[src/rtl/wash_sequencer.sv]
// rtl/wash_sequencer.sv - wash program sequencer: stage stepping, per-second countdown, digit codes
// Optional fault hold (ERROR state) is built only when WASH_ERR_EN is defined.
module wash_sequencer #(
  parameter int WATER_S  = 5,
  parameter int WASH_S   = 20,
  parameter int RINSE_S  = 10,
  parameter int SPIN_S   = 8,
  parameter int FINISH_S = 6
) (
  input  logic       cp,
  input  logic       rst_n,
  input  logic       sec_tick,
  input  logic       start,
  input  logic       pause,
  input  logic       err,
  input  logic [7:0] stage_en,
  output logic [2:0] state,
  output logic [2:0] shinning,
  output logic [7:0] pending,
  output logic [5:0] inLeft,
  output logic [5:0] inMiddle,
  output logic [5:0] inRight
);

  typedef enum logic [2:0] {
    SET_ST    = 3'd2,
    RUN_ST    = 3'd3,
    ERROR_ST  = 3'd4,
    PAUSE_ST  = 3'd5,
    FINISH_ST = 3'd6
  } stateT;

  stateT       curState;
  logic [6:0]  timer;
  logic [17:0] digits;
  logic        errActive;
  logic [7:0]  remaining;
  logic [2:0]  nextIdx;
  logic [2:0]  firstEn;

`ifdef WASH_ERR_EN
  assign errActive = err;
`else
  assign errActive = 1'b0 & err;
`endif

  function automatic logic [2:0] firstIdx(input logic [7:0] m);
    firstIdx = 3'd0;
    for (int i = 7; i >= 0; i--) begin
      if (m[7-i]) firstIdx = 3'(i);
    end
  endfunction

  function automatic logic [6:0] stageDur(input logic [2:0] idx);
    case (idx)
      3'd1:       stageDur = 7'(WASH_S);
      3'd5:       stageDur = 7'(RINSE_S);
      3'd3, 3'd7: stageDur = 7'(SPIN_S);
      default:    stageDur = 7'(WATER_S);
    endcase
  endfunction

  function automatic logic [5:0] popCount(input logic [7:0] m);
    popCount = 6'd0;
    for (int i = 0; i < 8; i++) popCount = popCount + {5'd0, m[i]};
  endfunction

  // {left, middle, right}; left is 0 for the finish window
  function automatic logic [17:0] showDigits(input logic [5:0] left, input logic [6:0] t);
    showDigits = {left, 6'(t / 7'd10), 6'(t % 7'd10)};
  endfunction

  assign remaining = pending & ~(8'h80 >> shinning);
  assign nextIdx   = firstIdx(remaining);
  assign firstEn   = firstIdx(stage_en);

  always_ff @(posedge cp) begin
    if (!rst_n) begin
      curState <= SET_ST;
      shinning <= 3'd0;
      pending  <= 8'd0;
      timer    <= 7'd0;
      digits   <= 18'd0;
    end else begin
      case (curState)
        SET_ST: begin
          if (start && stage_en != 8'd0) begin
            curState <= RUN_ST;
            pending  <= stage_en;
            shinning <= firstEn;
            timer    <= stageDur(firstEn);
            digits   <= showDigits(6'(firstEn) + 6'd1, stageDur(firstEn));
          end else begin
            digits <= {12'd0, popCount(stage_en)};
          end
        end
        RUN_ST: begin
          if (errActive) begin
            curState <= ERROR_ST;
          end else if (pause) begin
            curState <= PAUSE_ST;
          end else if (sec_tick) begin
            if (timer > 7'd1) begin
              timer  <= timer - 7'd1;
              digits <= showDigits(6'(shinning) + 6'd1, timer - 7'd1);
            end else begin
              pending <= remaining;
              if (remaining != 8'd0) begin
                shinning <= nextIdx;
                timer    <= stageDur(nextIdx);
                digits   <= showDigits(6'(nextIdx) + 6'd1, stageDur(nextIdx));
              end else begin
                curState <= FINISH_ST;
                timer    <= 7'(FINISH_S);
                digits   <= showDigits(6'd0, 7'(FINISH_S));
              end
            end
          end
        end
        PAUSE_ST: begin
          if (errActive) curState <= ERROR_ST;
          else if (start) curState <= RUN_ST;
        end
        ERROR_ST: begin
          if (start && !errActive) curState <= RUN_ST;
        end
        FINISH_ST: begin
          if (sec_tick) begin
            if (timer > 7'd1) begin
              timer  <= timer - 7'd1;
              digits <= showDigits(6'd0, timer - 7'd1);
            end else begin
              curState <= SET_ST;
              pending  <= 8'd0;
              shinning <= 3'd0;
              timer    <= 7'd0;
              digits   <= {12'd0, popCount(stage_en)};
            end
          end
        end
        default: curState <= SET_ST;
      endcase
    end
  end

  assign state    = curState;
  assign inLeft   = digits[17:12];
  assign inMiddle = digits[11:6];
  assign inRight  = digits[5:0];

endmodule

[config.mk]
export PLATFORM = sky130hd
export DESIGN_NAME = wash_sequencer
export DESIGN_NICKNAME = d
export VERILOG_FILES = /design/src/rtl/wash_sequencer.sv
export SDC_FILE = /design/constraint.sdc
export NUM_CORES = 1
export LEC_CHECK = 0
export ABC_CLOCK_PERIOD_IN_PS = 3500
export CORE_AREA = 4 4 94 96
export CTS_CLUSTER_DIAMETER = 60
export DETAILED_ROUTE_END_ITERATION = 12
export DIE_AREA = 0 0 98 100
export GPL_ROUTABILITY_DRIVEN = 0
export PLACE_DENSITY = 0.63
export SLEW_MARGIN = 20
export SYNTH_ARGS = -nofsm -noshare
export SYNTH_HDL_FRONTEND = slang
export SYNTH_SLANG_ARGS = --single-unit
export TNS_END_PERCENT = 20
[constraint.sdc]
create_clock -name cp -period 3.5 [get_ports cp]
set_input_delay 0.35 -clock cp [delete_from_list [all_inputs] [get_ports cp]]
set_output_delay 0.35 -clock cp [all_outputs]
set_load 0.01 [all_outputs]
==> results of run 1 <==
[cells in the mapped netlist (3+ instances only)]
cell      count  area (um2)
a211o_1       3        26.3
a211oi_1      3        22.5
a21boi_0      3        22.5
a21boi_1      3        22.5
a21oi_1      36         180
a221oi_1      5        43.8
a22oi_1       7        52.6
a311oi_1      3        26.3
a31oi_1       6        37.5
and2_1        8        50.1
buf_1         3        11.3
buf_2         5        25.0
buf_4         7        52.6
buf_6         3        33.8
clkbuf_1     18        67.6
dfxtp_1      35         701
fa_1          4        80.1
ha_1         21         263
inv_1        24        90.1
mux2i_1       5        50.1
nand2_1      36         135
nand2b_1     12        75.1
nand3_1      13        65.1
nor2_1       34         128
nor2b_1      14        87.6
nor3_1        9        45.0
o211a_1      10         100
o21a_1        4        30.0
o21ai_0      35         175
o21ai_1      11        55.1
o21bai_1      3        22.5
o221ai_1      7        61.3
o22ai_1       8        50.1
o32ai_1       3        26.3
or3_1         4        25.0
xnor2_1       9        78.8
[final cells by class]
type                            instances  area [um2]
Sequential cell                        35         701
Multi-Input combinational cell        374        2540
Clock inverter                          1        5.00
Clock buffer                            7        76.3
Fill cell                             807        3940
Timing Repair Buffer                   61         562
Tap cell                              105         131
Inverter                               24        90.1
[logic make-up after synthesis]
group | Yosys count
other | 1
adder cells (fa/ha/maj) | 26
XOR/XNOR | 10
buffers and inverters | 60
AO/OA/AOI/OAI | 175
multiplexers | 7
flip-flops | 35
AND/OR/NAND/NOR | 152
[cell usage in the layout, fill, tap and decap left out, types with 6 or more instances in the layout]
cell             Yosys  routed
clkdlybuf4s50_1      0      37
nor3_1               9       9
o221ai_1             7       7
buf_4                7      21
o22ai_1              8       8
nand2b_1            12      12
o21ai_0             35      35
nor2b_1             14      14
nor2_1              34      34
nand3_1             13      13
a22oi_1              7       7
and2_1               8       8
a31oi_1              6       6
inv_1               24      24
nand2_1             36      36
dfxtp_1             35      35
o21ai_1             11      11
o211a_1             10      10
a21oi_1             36      36
xnor2_1              9       8
ha_1                21      21
[through the flow]
step / power, W / setup TNS, ns
floorplan: 0.00328 / 0
global placement: 0.00427 / -0.513
detailed placement: 0.00432 / -0.642
CTS: 0.00465 / 0
global route: 0.00512 / 0
finish: 0.00469 / 0
[how the worst max path moves through the flow]
stage                            from  slack [ns]  cells past startpoint                      to
after floorplan           stage_en[0]        0.23                     13  digits[2]$_SDFFE_PN0P_
after global placement    stage_en[0]       -0.34                     14  digits[2]$_SDFFE_PN0P_
after detailed placement  stage_en[0]       -0.41                     14  digits[2]$_SDFFE_PN0P_
after CTS                 stage_en[1]        0.01                     14  digits[2]$_SDFFE_PN0P_
after global routing      stage_en[0]       0.008                     14  digits[2]$_SDFFE_PN0P_
final                     stage_en[0]        0.13                     14  digits[2]$_SDFFE_PN0P_
[what timing repair did]
item | in CTS | in global routing
pin swaps | 1 | 2
resized for setup | 3 | 2
setup endpoints to repair | 1 | 2
[power by group through the flow]
stage | Combinational [W] | Sequential (W) | Clock [W]
6_report | 0.00364 | 0.000762 | 0.000291
5_1_grt | 0.00401 | 0.000793 | 0.000317
4_1_cts | 0.00359 | 0.000761 | 0.000299
3_5_place_dp | 0.00356 | 0.000769 | 0
3_3_place_gp | 0.00350 | 0.000769 | 0
2_1_floorplan | 0.00258 | 0.000699 | 0
[metal layers]
metal  up-vias  part of all wire  track usage
met3        36             0.037       0.0257
met4         0             0.036       0.0841
met5         -                 0            0
li1       1771                 -            -
met2       115              0.49        0.374
met1      1725              0.44        0.269
[flip-flops by register name, summed over array words and instances (netlist names)]
register,cells
timer,7
pending,8
digits,14
shinning,3
state,3
[worst min-delay path: stages (launching register included)]
cell	delay [ns]
dfxtp_1	0.31
nand2_1	0.05
a21oi_1	0.05
==> metrics.md, run 1 <==
| Metric | Value |
|---|---|
| Outcome | `finished clean` |
| Vias | `~3600` |
| Final setup skew | `about 0.0089 ns` |
| Delay-heaviest family, CP | `adder cells` |
| Hold Vio Cnt, Final | `0` |
| Main combinational cell family by area after synthesis | `compound AO/OA/AOI/OAI gates` |
| CP Capture Type | `register` |
| Worst-Margin Slew | `between 0.7 and 0.8 ns` |
| Fmax | `roughly 0.30 GHz` |
| Routed Antenna Nets | `0` |
| Clk slew on worst S/H paths | `~0.080 ns` |
| Lkg Pwr | `1.70 nW` |
| Die span in x | `98 um` |
| Reg-to-reg startpoint | `timer[0]$_SDFFE_PN0P_` |
| Worst path most repeated cell | `fa_1` |
| Proportion of synthesized area in mux cells | `0.0207` |
| Die area | `roughly 0.0098 mm2` |
| Worst-case hold slack | `0.462 ns` |
| Synth Area in Compound Gates | `0.341` |
| Register area share after synthesis | `0.200` |
| Clk sinks | `35` |
| Adder-Cell Fraction of Synth Area | `0.101` |
| Fin area | `0.00411 mm2` |
| Combinational Power Share | `0.776` |
| Min-delay worst type | `reg -> reg` |
| Synthesized area | `between 0.003 and 0.004 mm2` |
| Gr usage total | `0.214` |
| Count of input and output buffers | `40` |
| Routed wire length | `between 10000 and 15000 um` |
| Crit-path max cell delay | `between 0.5 and 0.6 ns` |
| Worst hold path depth | `2` |
| Area Growth Syn to Fin | `17.3%` |
| Syn avg cell area | `between 7 and 8 um2` |
| Min Tclk post-route | `3.37 ns` |
| Dpl ws | `-0.409 ns` |
| Ys Warns | `0` |
| Data arrival time of the worst path | `3.51 ns` |
| Clock root buffer | `clkbuf_8` |
| First-pass GRT wire length | `about 17000 um` |
| Internal power | `between 0.002 and 0.0025 W` |
| Vias per cell | `6.01` |
| Vias in the first global route | `3468` |
| CTS tree | `done` |
| Worst vdd ir | `~450 uV` |
| Layout cells sized above 1 | `0.0936` |
| Finished Core Util | `0.510` |
| CP max stage cell | `fa_1` |
| H-tree Lvls | `2` |
| RSZ-0062 raised after global routing | `no` |
| Placed instance area | `approximately 0.0040 mm2` |
| Simple-gate share of the synthesized area | `0.231` |
| EDFF count, synth | `0` |
| Clock Latency Late Sink | `around 0.29 ns` |
| Crit path required time | `approximately 3.6 ns` |
| Hold Path End | `digits[8]$_SDFFE_PN0P_` |
| Wire per inst | `17.3 um` |
| Final setup vio count | `0` |
| Detail Placement HPWL | `between 7000 and 8000 um` |
| CP Launch Type | `primary input` |
| Sw frac | `0.526` |
| Initial drt markers | `232` |
| Post-CTS Setup Inserts | `0` |
| Seq pwr share | `0.163` |
| Final Slew Violations | `0` |
| Non-Filler Instances | `approximately 600` |
| Seq cells post-synth | `35` |
| Drt pass-1 iters | `5` |
| Hold_buf cts | `0` |
| CTS Buf Count | `5` |
| Final nets | `540` |
| Psw | `around 0.0025 W` |
| Crit path max fanout | `2` |
| Overflow after GRT | `0` |
| DP Cell Count | `599` |
| Yosys cell types | `between 70 and 80` |
| Main synth FF type | `dfxtp_1` |
| Initial Util | `0.435` |
| Slew margin rel. | `0.518` |
| Worst R2R Setup Slack | `around 0.33 ns` |
| Power per cell area | `1140 mW/mm2` |
| Min-delay src | `digits[8]$_SDFFE_PN0P_` |
| Die extent in y | `around 100 um` |
| Critical path type | `in -> reg` |
| Final period utilization | `0.962` |
| Row count | `33` |
| Worst r2r path cells | `12` |
| CP Cell Sequence | `dlygate4sd2_1 > fa_1 > inv_1 > fa_1 > fa_1 > inv_1 > ha_1 > fa_2 > xnor2_2 > mux2i_1 > a21oi_1 > nand2_1 > o221ai_1 > a41oi_1` |
| Clock network power share | `0.062` |
| Max cap viols | `0` |
| Worst Path Buf+Inv | `3` |
| DRC Markers | `0` |
| Clock Tree Buf Depth | `2` |
| Top Ports | `46` |
| Setup slack after layout | `0.132 ns` |
| Synth Area in XOR/XNOR | `0.0250` |
| Initial antenna violation count | `0` |
| Synth async-reset ratio | `0` |
| # diodes | `0` |
| Largest net degree at the start of global routing | `21` |
| Post-Syn Instances | `around 470` |
| Reg2reg end | `digits[3]$_SDFFE_PN0P_` |
| Core area | `a little over 0.008 mm2` |
(Power assumes the default switching activity.)
==> run 2: changes to the inputs <==
GPL_ROUTABILITY_DRIVEN = default   (was 0)
==> results of run 2 <==
Same layout as run 1: the final DEF is identical, and so are final timing and power.
